**config.mk**
```make
export PLATFORM = sky130hd
export DESIGN_NAME = tristate_bus_arbiter_flat
export DESIGN_NICKNAME = d
export VERILOG_FILES = /design/src/rtl/tristate_arb_pkg.sv /design/src/rtl/tristate_bus_arbiter_if.sv /design/src/rtl/tristate_bus_arbiter_rr_pick.sv /design/src/rtl/tristate_bus_arbiter.sv /design/src/flat_wrapper.sv
export SDC_FILE = /design/constraint.sdc
export NUM_CORES = 1
export LEC_CHECK = 0
export BUFFER_PORTS_ARGS = -buffer_cell sky130_fd_sc_hd__buf_2
export CORE_MARGIN = 2
export CORE_UTILIZATION = 53
export CTS_CLUSTER_DIAMETER = 30
export DETAILED_ROUTE_END_ITERATION = 8
export PLACE_DENSITY = 0.77
export SLEW_MARGIN = 30
export SYNTH_ARGS = -nofsm -noshare
export SYNTH_HDL_FRONTEND = slang
export SYNTH_SLANG_ARGS = --single-unit
```
**constraint.sdc**
```tcl
create_clock -name clk -period 3.3 [get_ports clk]
set_input_delay 0.165 -clock clk [delete_from_list [all_inputs] [get_ports clk]]
set_output_delay 0.165 -clock clk [all_outputs]
set_load 0.005 [all_outputs]
```
**src/rtl/tristate_arb_pkg.sv**
```systemverilog
// Shared types and helpers for the tri-state bus arbiter.
// Holds the FSM state encoding and the round-robin pointer increment.
package tristate_arb_pkg;

    typedef enum logic [1:0] {IDLE, GRANT, TURN} arb_state_t;

    localparam int N_MAX = 16;
    localparam int IDX_W = $clog2(N_MAX);

    function automatic logic [IDX_W-1:0] rr_next(input logic [IDX_W-1:0] ptr, input int unsigned n);
        return (32'(ptr) + 32'd1 >= n) ? '0 : ptr + 1'b1;
    endfunction

endpackage

```
**src/rtl/tristate_bus_arbiter_if.sv**
```systemverilog
// Request/grant bundle between the requesters (master) and the arbiter (slave).
// One grant bit per bufif1 control pin.
interface tristate_bus_arbiter_if #(
    parameter int N = 4
);
    localparam int IDW = $clog2(N);

    logic [N-1:0]   req;
    logic [N-1:0]   grant;
    logic           bus_busy;
    logic [IDW-1:0] owner_id;

    modport master (output req, input grant, input bus_busy, input owner_id);
    modport slave  (input req, output grant, output bus_busy, output owner_id);

endinterface

```
**src/rtl/tristate_bus_arbiter_rr_pick.sv**
```systemverilog
// Combinational round-robin picker: first requester at or after rr_ptr, wrapping mod N.
// Produces a onehot0 pick vector and the index of the picked bit.
module tristate_bus_arbiter_rr_pick #(
    parameter  int N   = 4,
    localparam int IDW = $clog2(N)
) (
    input  logic [N-1:0]   req,
    input  logic [IDW-1:0] rr_ptr,
    output logic [N-1:0]   pick,
    output logic [IDW-1:0] pick_idx
);

    always_comb begin
        logic [IDW-1:0] idx;
        pick     = '0;
        pick_idx = '0;
        idx      = '0;
        // Scan farthest-first so the candidate closest to rr_ptr overwrites the rest.
        for (int i = N - 1; i >= 0; i--) begin
            idx = IDW'((32'(rr_ptr) + 32'(i)) % N);
            if (req[idx]) begin
                pick      = '0;
                pick[idx] = 1'b1;
                pick_idx  = idx;
            end
        end
    end

endmodule

```
**src/rtl/tristate_bus_arbiter.sv**
```systemverilog
// Round-robin owner-select for a shared tri-state line; grant[i] enables requester i's bufif1.
// Define ARB_TURNAROUND_EN to insert a one-cycle floating gap (state TURN) between owners.
module tristate_bus_arbiter
    import tristate_arb_pkg::*;
#(
    parameter  int N        = 4,
    parameter  int MAX_HOLD = 8,
    localparam int IDW      = $clog2(N)
) (
    input  logic                  clk,
    input  logic                  rst,
    tristate_bus_arbiter_if.slave bus
);

    localparam int             HW        = $clog2(MAX_HOLD + 1);
    localparam logic [HW-1:0]  HOLD_LAST = HW'(MAX_HOLD - 1);

    arb_state_t     state_q, state_d;
    logic [N-1:0]   grant_q, grant_d;
    logic           bus_busy_q, bus_busy_d;
    logic [IDW-1:0] owner_q, owner_d;
    logic [IDW-1:0] rr_ptr_q, rr_ptr_d;
    logic [HW-1:0]  hold_q, hold_d;

    logic [N-1:0]   pick;
    logic [IDW-1:0] pick_idx, pick_ptr, owner_next;
    logic           release_now;

    assign owner_next  = IDW'(rr_next(IDX_W'(owner_q), N));
    assign release_now = (state_q == GRANT) &&
                         (!bus.req[owner_q] ||
                          (hold_q == HOLD_LAST && (bus.req & ~grant_q) != '0));
    // A release arbitrates against the pointer it is about to write, not the stale one.
    assign pick_ptr    = (state_q == GRANT) ? owner_next : rr_ptr_q;

    tristate_bus_arbiter_rr_pick #(.N(N)) u_rr_pick (
        .req      (bus.req),
        .rr_ptr   (pick_ptr),
        .pick     (pick),
        .pick_idx (pick_idx)
    );

    // NOTE: every always_comb output gets a default first so no path can infer a latch.
    always_comb begin
        state_d  = state_q;
        grant_d  = grant_q;
        owner_d  = owner_q;
        rr_ptr_d = rr_ptr_q;
        hold_d   = hold_q;
        unique case (state_q)
            GRANT: begin
                if (release_now) begin
                    rr_ptr_d = owner_next;
`ifdef ARB_TURNAROUND_EN
                    state_d = TURN;
                    grant_d = '0;
`else
                    if (pick != '0) begin
                        state_d = GRANT;
                        grant_d = pick;
                        owner_d = pick_idx;
                        hold_d  = '0;
                    end else begin
                        state_d = IDLE;
                        grant_d = '0;
                    end
`endif
                end else if (hold_q != HOLD_LAST) begin
                    hold_d = hold_q + 1'b1;
                end
            end
            default: begin
                if (pick != '0) begin
                    state_d = GRANT;
                    grant_d = pick;
                    owner_d = pick_idx;
                    hold_d  = '0;
                end else begin
                    state_d = IDLE;
                    grant_d = '0;
                end
            end
        endcase
        bus_busy_d = |grant_d;
    end

    // NOTE: state is written with non-blocking assignments so every flop samples pre-edge values.
    always_ff @(posedge clk or posedge rst) begin
        if (rst) begin
            state_q    <= IDLE;
            grant_q    <= '0;
            bus_busy_q <= 1'b0;
            owner_q    <= '0;
            rr_ptr_q   <= '0;
            hold_q     <= '0;
        end else begin
            state_q    <= state_d;
            grant_q    <= grant_d;
            bus_busy_q <= bus_busy_d;
            owner_q    <= owner_d;
            rr_ptr_q   <= rr_ptr_d;
            hold_q     <= hold_d;
        end
    end

    assign bus.grant    = grant_q;
    assign bus.bus_busy = bus_busy_q;
    assign bus.owner_id = owner_q;

endmodule

```
**src/flat_wrapper.sv**
```systemverilog
// flat-port wrapper written by rule: the top's interface ports become plain ports
module tristate_bus_arbiter_flat import tristate_arb_pkg::*;
#(
    parameter  int N        = 4,
    parameter  int MAX_HOLD = 8,
    localparam int IDW      = $clog2(N)
)
  (clk, rst, bus_req, bus_grant, bus_bus_busy, bus_owner_id);
  tristate_bus_arbiter_if #(.N(N)) bus_i ();
  input  logic clk;
  input  logic rst;
  input wire logic [$bits(bus_i.req)-1:0] bus_req;
  output wire logic [$bits(bus_i.grant)-1:0] bus_grant;
  output wire logic [$bits(bus_i.bus_busy)-1:0] bus_bus_busy;
  output wire logic [$bits(bus_i.owner_id)-1:0] bus_owner_id;
  assign bus_i.req = bus_req;
  assign bus_grant = bus_i.grant;
  assign bus_bus_busy = bus_i.bus_busy;
  assign bus_owner_id = bus_i.owner_id;
  tristate_bus_arbiter #(.N(N), .MAX_HOLD(MAX_HOLD)) u_core (.clk(clk), .rst(rst), .bus(bus_i));
endmodule
```
Word level (Yosys, flattened, before mapping)

Cells that the tools add are included.

Register bits: 15
Word-level logic and storage cells: 82

Add/subtract/negate cells: 6
$lt $le $gt $ge: 10
Equality and inequality tests: 5
Muxes and demuxes: 41
Bitwise operators: 2
Reductions and logical operators: 12

Operators with widths:

| cell                | count |
|---|---|
| $mux 4              | 11 |
| $ge 32x3->1 const B | 1 |
| $mux 2              | 11 |
| $lt 2x3->1 const B  | 5 |
| $bmux 1 s2          | 5 |
| $mux 1              | 10 |
| $demux 1 s2         | 4 |
| $ge 2x1->1 const B  | 4 |
| $reduce_bool 4->1   | 2 |
| $logic_and 1x1->1   | 6 |
| $add 2x1->2 const B | 2 |
| $add 2x2->2 const B | 2 |
| $add 4x1->4 const B | 1 |
| $and 4x4->4         | 1 |
| $eq 4x3->1 const B  | 1 |
| $ne 4x3->1 const B  | 1 |
| $not 4->4           | 1 |
| $reduce_or 4->1     | 1 |
| $add 2x1->3 const B | 1 |
| $ne 3x2->1 const B  | 1 |
| $eq 2x1->1 const B  | 1 |
| $ne 2x1->1 const B  | 1 |
| $reduce_and 2->1    | 1 |
| $logic_not 1->1     | 1 |
| $logic_or 1x1->1    | 1 |

Logic depth before layout (Yosys ltp)

Gate-level depths: netlist of run 1.

Word-level depth: 18
Depth in mapped cells: 13

Hierarchy

Synthesis of run 1 repeated with hierarchy kept, for this count alone.

Cells, all modules: 132
Area total of the unflattened synthesis: 1272.5 µm²

By module, submodules not included:

| module                       | times used | cells an instance | area each (µm²) | sequential area each (µm²) |
|---|---|---|---|---|
| tristate_bus_arbiter         | 1          | 66                | 780.7           | 350.3 |
| tristate_bus_arbiter_rr_pick | 1          | 66                | 491.7           | 0.0 |

Worst setup path after synthesis of run 1

Ideal clock, no wire load.

Kind: reg2reg
From: register u_core.owner_q[0], in the netlist u_core.bus.owner_id[0]
To: register u_core.owner_q[0], in the netlist u_core.bus.owner_id[0]
Library setup time: 0.125 ns
Arrival time: 3.241 ns
Data required time: 3.175 ns
Setup slack: -0.066 ns
Stages on the path, launching flop included: 11
Clock period less this slack: 3.366 ns
Cell sequence: dfrtp_1 -> ha_1 -> mux2i_4 -> ha_1 -> clkbuf_1 -> o22ai_1 -> a32o_1 -> a22o_1 -> a221o_1 -> o41a_1 -> mux2_4

Word-level cells in the longest chain between the ends: 17
Elaborated cells on any way between the ends: 54

RTL lines:

| item                                                           | line                                                   | RTL |
|---|---|---|
| start: declaration                                             | tristate_bus_arbiter.sv:21                             | `logic [IDW-1:0] owner_q, owner_d;` |
| start signal: assignment                                       | tristate_bus_arbiter.sv:100                            | `owner_q <= owner_d;` |
| $add 2x1->3                                                    | tristate_arb_pkg.sv:11                                 | `return (32'(ptr) + 32'd1 >= n) ? '0 : ptr + 1'b1;` |
| $ge 32x3->1                                                    | tristate_arb_pkg.sv:11                                 |  |
| $mux 2 (*)                                                     | tristate_arb_pkg.sv:11                                 |  |
| net u_core.owner_next[1]                                       | tristate_bus_arbiter.sv:26                             | `logic [IDW-1:0] pick_idx, pick_ptr, owner_next;` |
| $mux 2 (*)                                                     | tristate_bus_arbiter.sv:34                             | `assign pick_ptr = (state_q == GRANT) ? owner_next : rr_ptr_q;` |
| $add 2x2->2                                                    | tristate_bus_arbiter_rr_pick.sv:20                     | `idx = IDW'((32'(rr_ptr) + 32'(i)) % N);` |
| $lt 2x3->1 (implied by the code) or $ge 2x1->1 (tied branches) | tristate_bus_arbiter_rr_pick.sv:23                     | `pick[idx] = 1'b1;` |
| $logic_and 1x1->1 (implied by the code)                        | tristate_bus_arbiter_rr_pick.sv:23                     |  |
| $mux 1 (implied by the code)                                   | tristate_bus_arbiter_rr_pick.sv:23                     |  |
| $demux 1 s2                                                    | tristate_bus_arbiter_rr_pick.sv:23                     |  |
| $mux 4 (4 in a row)                                            | tristate_bus_arbiter_rr_pick.sv:21                     | `if (req[idx]) begin` |
| $reduce_bool 4->1                                              | tristate_bus_arbiter.sv:58, tristate_bus_arbiter.sv:73 |  |
| $mux 2 (*)                                                     | tristate_bus_arbiter.sv:58, tristate_bus_arbiter.sv:73 |  |
| $mux 2                                                         | tristate_bus_arbiter.sv:52                             | `if (release_now) begin` |
| $mux 2 (*)                                                     | tristate_bus_arbiter.sv:50                             | `unique case (state_q)` |

The timed path passes the listed nets; every way through them passes the cells marked *. The select of a mux whose other input is x is not followed.
A chain may end at the register's enable or synchronous reset.

Worst setup path after layout of run 1

Ends and elaborated chain as after synthesis.

==> impl_summary.txt, run 1 <==
----------------------------------------------------
[Outcome]
  Status ... finished clean

[Synthesis]
  Count of warnings emitted by yosys ... 0
  Per-instance average area after synthesis ... 9.050 um2
  Top cells by area in the synthesized netlist ... sky130_fd_sc_hd__dfrtp_1, sky130_fd_sc_hd__ha_1, sky130_fd_sc_hd__nand2_1, sky130_fd_sc_hd__mux4_2, sky130_fd_sc_hd__nand2b_1
  Cell Area, Synth ... roughly 0.0013 mm2
  Number of enable-type register cells in the synthesized netlist ... 0
  Fraction of registers with async set/reset ... 100.0%
  Number of flip-flops and latches in the synthesized netlist ... 14
  Post-synth top area share ... about a quarter
  Count of cell types in the netlist ... 50
  Leading register cell type out of synthesis ... sky130_fd_sc_hd__dfrtp_1
  Number of instances in the synthesized netlist ... 146
  Net count of the mapped netlist ... 158
  Cell type with the largest total area after synthesis ... sky130_fd_sc_hd__dfrtp_1
  Fraction of the yosys area taken by sequential cells ... 26.52%

[Route]
  Via/cell ratio ... between 6 and 7
  Total Wirelength ... 3.028 mm
  Router iterations before antenna repair ... 4
  Count of unresolved DRC violations after routing ... 0
  Antenna violation net count after detailed routing ... 0
  Starting DRT DRC Count ... 37
  Vias after detailed routing ... between 1,000 and 1,500
  Detailed-route wire length per cell ... 15.61 um

[Clock network]
  Clock root buffer ... sky130_fd_sc_hd__clkbuf_4
  Total number of H-tree levels ... 1
  Skew-Pair Late Insertion Delay ... a little under 300 ps
  CTS buffer count ... 3
  Total number of clock tree sinks ... 14
  Maximum clock path buffer count ... 2
  Clock tree from TritonCTS ... built
  Post-CTS clock slew at the launch and capture registers of the worst setup and hold paths ... 90 ps

[Placement]
  GPL Wtd Cong ... ~0.92
  Standard cell area after detailed placement ... 0.001439 mm2
  HPWL after DPL ... 2.289 mm
  Buffers added on ports ... 12

[Setup path]
  Startpoint types ... flip-flop
  CP arrival ... 3360 ps
  Worst setup path category ... flip-flop to flip-flop
  CP max stage delay ... around 530 ps
  Critical register-to-register path startpoint ... u_core.bus.owner_id[0]
  Critical path endpoint category ... flip-flop
  Number of buffers and inverters on the critical path ... 0
  Worst-case register-to-register setup slack ... around 120 ps
  Worst path top cell family by delay ... compound AO/OA/AOI/OAI gates
  Standard cell with the maximum stage delay on the critical path ... sky130_fd_sc_hd__o41a_1
  Launch point of the worst path ... u_core.bus.owner_id[0]
  Cell-by-cell listing of the critical path ... ha_4 -> mux2i_4 -> ha_2 -> nand2b_1 -> mux2_2 -> and4_1 -> a221o_1 -> o41a_1 -> mux2_4
  Worst EP required ... 3480 ps
  Maximum fanout count along the critical path ... 11

[Timing]
  Maximum clock skew at final layout ... 12.74 ps
  Worst-case headroom to the max-slew limit ... 66.02%
  Setup TNS ... 0 ps
  Final cycle utilization of the critical path ... 96.36%
  Hold violation total from the final report ... 0
  Worst-Margin Slew ... 509.1 ps
  Setup repair after global routing missed its margin ... no
  Max Clk Rate ... 314.5 MHz
  Final Setup Violations ... 0
  Minimum clock period ... approximately 3200 ps
  Worst hold margin ... 432.4 ps
  Max Slew Vio Count ... 0

[Finish]
  Antenna diodes ... 0
  Area of all placed cells without fillers ... 0.001504 mm2
  Layout net count ... 177
  Layout cell share with drive strength beyond 1 ... 28.05%
  Area added between synthesis and finish ... 13.83%

[Die]
  Core area ... around 0.0024 mm2
  Floorplan die height ... 53.93 um
  Total Die Area ... ~0.0029 mm2
  Die width ... around 54 um
  Site Rows ... 18
  Starting utilization of the core area ... around 55%
  Number of placed I/O pins ... 13

[Global routing]
  Combined global-route utilization of all metal layers ... around a quarter
  Antenna violations before repair ... 0
  Wire length of the first global-routing pass ... 5.126 mm
  Largest net degree at the start of global routing ... 16
  GR Overflow Total ... 0
  Via count of the first global-routing pass ... 1,120

[Min path]
  Class of the most critical hold timing path ... input port to async pin

[Flow run]
  Number of max-cap violations ... 0

----------------------------------------------------
[cell usage in the layout, fill, tap and decap left out, drive strengths merged, types with 2 or more instances in the layout]
master	netlist	final
buf	3	21
nand2	20	20
dfrtp	14	14
nand2b	9	9
nor2	9	9
a21oi	6	6
o21ai	6	6
inv	6	6
mux2	6	6
ha	6	6
o22ai	4	4
nand3	4	4
clkbuf	5	4
mux4	3	3
a22o	3	3
mux2i	3	3
a31oi	3	3
o31ai	2	2
o221ai	2	2
a211oi	2	2
a221o	2	2
nand3b	2	2
a31o	2	2
nor3b	2	2
xor2	2	2
[cells in the mapped netlist, drive strengths merged (3+ instances only)]
master / n
a21oi: 6
a22o: 3
a31oi: 3
buf: 3
clkbuf: 5
dfrtp: 14
ha: 6
inv: 6
mux2: 6
mux2i: 3
mux4: 3
nand2: 20
nand2b: 9
nand3: 4
nor2: 9
o21ai: 6
o22ai: 4
[kinds of logic after synthesis]
kind of cell             after synthesis  share of synthesized area (%)
flip-flops                            14                          26.52
XOR/XNOR                               2                          1.326
adder cells (fa/ha/maj)                6                          5.682
AO/OA/AOI/OAI                         45                          25.38
AND/OR/NAND/NOR                       53                          21.02
buffers and inverters                 14                          6.060
multiplexers                          12                          14.01
[what timing repair did]
action	4_1_cts	5_1_grt
hold buffers	1	0
setup endpoints to repair	0	4
buffers inserted	0	1
resized for setup	0	4
hold endpoints to repair	14	0
[final cells by class]
type | instances | area (um2)
multi-input cells | 118 | 912.1
well taps | 30 | 37.54
inverters | 6 | 27.53
fillers | 204 | 905.9
clock buffers | 4 | 36.28
repair buffers | 22 | 137.6
flip-flops and latches | 14 | 352.8
[worst reg2reg max path, stage by stage, from the launching register on]
cell and delay [ps]:
sky130_fd_sc_hd__dfrtp_2 460, sky130_fd_sc_hd__ha_4 280, sky130_fd_sc_hd__mux2i_4 150, sky130_fd_sc_hd__ha_2 350
sky130_fd_sc_hd__nand2b_1 180, sky130_fd_sc_hd__mux2_2 280, sky130_fd_sc_hd__and4_1 190, sky130_fd_sc_hd__a221o_1 340
sky130_fd_sc_hd__o41a_1 530, sky130_fd_sc_hd__mux2_4 330
[metrics by stage]
| step | instances | util (%) | setup WS (ps) |
|---|---|---|---|
| finish | 194 | 62.41 | 120.2 |
| global route | 194 | 62.41 | 2.357 |
| CTS | 193 | 61.63 | 4.557 |
| detailed placement | 188 | 59.71 | 15.22 |
| global placement | 188 | 59.71 | 90.43 |
| floorplan | 146 | - | 64.25 |
[registers in the layout, summed over array words and instances (netlist names)]
signal,flops
u_core.bus.bus_busy,1
u_core.bus.grant,4
u_core.bus.owner_id,2
u_core.hold_q,4
u_core.rr_ptr_q,2
u_core.state_q,1
[routing by layer]
metal  track usage [%]  wire length, um
met1             34.61             1362
met2             39.02             1415
met4             3.419               23
met5                 0                0
met3             4.444              226
[path summary, 6_finish.rpt]
kind / to / cells after the start
max reg2reg: u_core.bus.owner_id[0] / 9
min reg2reg: u_core.bus.grant[2] / 1
min in group clk: u_core.bus.grant[2] / 1
min: u_core.bus.owner_id[1] / 3
max: u_core.bus.owner_id[0] / 9
max in group asynchronous: u_core.state_q[0] / 3
Power of run 1 is not shown: default switching activity piles up to over one toggle a cycle in this logic, so the estimate is an artifact.
==> inputs of run 2 (changes only) <==
--- a/config.mk
+++ b/config.mk
@@ -6,7 +6,7 @@
 export NUM_CORES = 1
 export LEC_CHECK = 0
 export BUFFER_PORTS_ARGS = -buffer_cell sky130_fd_sc_hd__buf_2
-export CORE_MARGIN = 2
+export CORE_MARGIN = 1.5
 export CORE_UTILIZATION = 53
 export CTS_CLUSTER_DIAMETER = 30
 export DETAILED_ROUTE_END_ITERATION = 8
==> constraint.sdc (replaced) <==
create_clock -name clk -period 3.3 [get_ports clk]
set_input_delay 0.825 -clock clk [delete_from_list [all_inputs] [get_ports clk]]
set_output_delay 0.825 -clock clk [all_outputs]
set_load 0.005 [all_outputs]
==> run 2 against run 1 <==
  * Register-to-register slack lost 30 ps
  * Via count is 1.1% higher
  * Sequential share of layout area up 0.11 points
  * Critical endpoint is now u_core.bus.owner_id[1]
  * Worst setup slack got worse by 31 ps
  * Critical path type unchanged
  * Cell count shrank 1.0%
  * Die area is 3.7% lower
  * Non-clock buffer count stayed put
  * Sequential cell count is the same
  * First-iteration DRC count is 89% higher
==> impl_summary.txt, run 2 (synthesized netlist as in run 1, its figures left out) <==
----------------------------------------------------
[Outcome]
  Status ... finished clean (unchanged)

[Finish]
  Layout cell share with drive strength beyond 1 ... 27.44% (was 28.05%)
  Most frequent standard cell in the layout excluding fill and tap cells ... sky130_fd_sc_hd__nand2_1 (unchanged)
  Area used by sequential logic in the layout ... 351.6 um2 (was 352.8 um2)
  Most used cells in the layout excluding fill and tap cells ... sky130_fd_sc_hd__nand2_1, sky130_fd_sc_hd__dfrtp_1, sky130_fd_sc_hd__buf_2 (was sky130_fd_sc_hd__nand2_1, sky130_fd_sc_hd__buf_2, sky130_fd_sc_hd__dfrtp_1)
  Area added between synthesis and finish ... 12.88% (was 13.83%)
  Layout Utilization ... 65.53% (was 62.41%)
  Antenna diodes ... 0 (unchanged)
  Layout net count ... 177 (unchanged)
  Total area of multi-input combinational cells ... 905.9 um2 (was 912.1 um2)
  Fillers ... 190 (was 204)

[Global routing]
  Combined global-route utilization of all metal layers ... 25.02% (was 24.28%)
  Antenna violations before repair ... 0 (unchanged)
  Via count of the first global-routing pass ... 1,111 (was 1,120)
  Largest net degree at the start of global routing ... 16 (unchanged)
  Wire length of the first global-routing pass ... 5.099 mm (was 5.126 mm)
  GR Overflow Total ... 0 (unchanged)

[Setup path]
  FF-to-FF End ... u_core.bus.owner_id[1] (was u_core.bus.owner_id[0])
  Critical register-to-register path startpoint ... u_core.bus.owner_id[0] (unchanged)
  Worst setup path category ... flip-flop to flip-flop (unchanged)
  Maximum fanout count along the critical path ... 11 (unchanged)
  Path depth of the worst reg2reg path ... 9 (unchanged)
  Worst-case register-to-register setup slack ... 90 ps (was 120 ps)
  Destination of the critical timing path ... u_core.bus.owner_id[1] (was u_core.bus.owner_id[0])
  Critical path endpoint category ... flip-flop (unchanged)
  Worst EP required ... 3460 ps (was 3480 ps)
  Startpoint types ... flip-flop (unchanged)
  Launch point of the worst path ... u_core.bus.owner_id[0] (unchanged)
  CP arrival ... 3370 ps (was 3360 ps)

[Route]
  Count of unresolved DRC violations after routing ... 0 (unchanged)
  Routed wire length on met2 ... 1.487 mm (was 1.415 mm)
  Via/cell ratio ... 6.359 (was 6.227)
  Met3 wirelength from detailed routing ... 184 um (was 226 um)
  Met1 Wirelength ... 1.394 mm (was 1.362 mm)
  Router iterations before antenna repair ... 4 (unchanged)
  Total Wirelength ... 3.107 mm (was 3.028 mm)
  Vias after detailed routing ... 1,221 (was 1,208)
  Starting DRT DRC Count ... 70 (was 37)
  Antenna violation net count after detailed routing ... 0 (unchanged)
  Detailed-route wire length per cell ... 16.18 um (was 15.61 um)
  Uppermost routed layer ... met4 (unchanged)

[Clock network]
  Total number of H-tree levels ... 1 (unchanged)
  CTS buffer count ... 3 (unchanged)
  Hold-fix buffers at CTS ... 0 (was 1)
  Clock tree from TritonCTS ... built (unchanged)
  Skew-Pair Late Insertion Delay ... 270 ps (was 290 ps)
  Clock root buffer ... sky130_fd_sc_hd__clkbuf_4 (unchanged)
  Maximum clock path buffer count ... 2 (unchanged)
  Total number of clock tree sinks ... 14 (unchanged)
  Post-CTS clock slew at the launch and capture registers of the worst setup and hold paths ... 80 ps (was 90 ps)

[Die]
  Site Rows ... 17 (was 18)
  Total Die Area ... 0.002802 mm2 (was 0.002908 mm2)
  Number of placed I/O pins ... 13 (unchanged)
  Starting utilization of the core area ... 58.05% (was 54.83%)
  Core area ... 0.002276 mm2 (was 0.002410 mm2)
  Die width ... 52.93 um (was 53.93 um)
  Floorplan die height ... 52.93 um (was 53.93 um)

[Timing]
  Worst-Margin Slew ... 521.0 ps (was 509.1 ps)
  Final Setup Violations ... 0 (unchanged)
  Worst-case headroom to the max-slew limit ... 65.23% (was 66.02%)
  Setup TNS ... 0 ps (unchanged)
  Maximum clock skew at final layout ... 3.876 ps (was 12.74 ps)
  Final cycle utilization of the critical path ... 97.29% (was 96.36%)
  Hold violation total from the final report ... 0 (unchanged)
  Minimum clock period ... 3211 ps (was 3180 ps)
  Setup repair after global routing missed its margin ... no (unchanged)
  Max Slew Vio Count ... 0 (unchanged)
  Max Clk Rate ... 311.5 MHz (was 314.5 MHz)

[Placement]
  Buffers added on ports ... 12 (unchanged)
  HPWL after DPL ... 2.352 mm (was 2.289 mm)
  GPL Wtd Cong ... 0.9879 (was 0.9239)

[Min path]
  Class of the most critical hold timing path ... flip-flop to flip-flop (was input port to async pin)

[Flow run]
  Number of max-cap violations ... 0 (unchanged)

----------------------------------------------------
-- run 2: changes by cell type in the layout (fill, tap and decap cells not counted) --
cell / change
sky130_fd_sc_hd__buf_4: +1
sky130_fd_sc_hd__a31oi_1: +1
sky130_fd_sc_hd__dfrtp_1: +1
sky130_fd_sc_hd__a31oi_2: -1
sky130_fd_sc_hd__dlygate4sd3_1: -1
sky130_fd_sc_hd__dfrtp_2: -1
-- run 2: worst max-delay path: stages (launching register included) --
cell and delay, ps:
sky130_fd_sc_hd__dfrtp_1 450, sky130_fd_sc_hd__ha_4 300, sky130_fd_sc_hd__mux2i_4 150, sky130_fd_sc_hd__ha_2 350, sky130_fd_sc_hd__nand2b_1 180, sky130_fd_sc_hd__mux2_2 290, sky130_fd_sc_hd__and4_1 190, sky130_fd_sc_hd__a221o_1 340
sky130_fd_sc_hd__o41a_1 530, sky130_fd_sc_hd__mux2_4 320
-- run 2: area by class of cell --
type,count,area share [%]
multi-input cells,118,60.74
flip-flops and latches,14,23.57
repair buffers,22,9.060
clock buffers,4,2.433
well taps,28,2.349
inverters,6,1.846
-- run 2: worst min path at each step --
stage | startpoint | end | slack [ps] | depth (start not counted)
after floorplan | u_core.rr_ptr_q[0] | u_core.rr_ptr_q[0] | 480 | 2
after global placement | u_core.rr_ptr_q[0] | u_core.rr_ptr_q[0] | 520 | 2
after detailed placement | u_core.bus.grant[2] | u_core.bus.grant[2] | 530 | 1
after CTS | u_core.rr_ptr_q[0] | u_core.rr_ptr_q[0] | 550 | 2
after global routing | u_core.bus.grant[2] | u_core.bus.grant[2] | 570 | 1
final | u_core.bus.grant[2] | u_core.bus.grant[2] | 550 | 1
-- run 2: per-layer routing --
layer  global-route usage, %  vias to the layer above
li1                        -                      595
met4                   5.556                        0
met3                   5.367                        4
met5                       0                        -
met1                   35.08                      577
met2                   39.58                       45
-- run 2: per-stage QoR --
stage	area [um2]	hold slack (ps)	instances	setup slack [ps]
floorplan	1335	475.3	146	64.25
global placement	1444	515.3	187	84.41
detailed placement	1444	530.6	187	16.49
CTS	1480	548.4	191	1.119
global route	1491	567.8	192	0.4095
finish	1491	547.5	192	89.27
-- run 2: what timing repair did --
item	in CTS	in global routing
setup buffers	0	1
setup endpoints to repair	0	4
gates resized for setup	0	2
Power of run 2 is left out for the same reason.
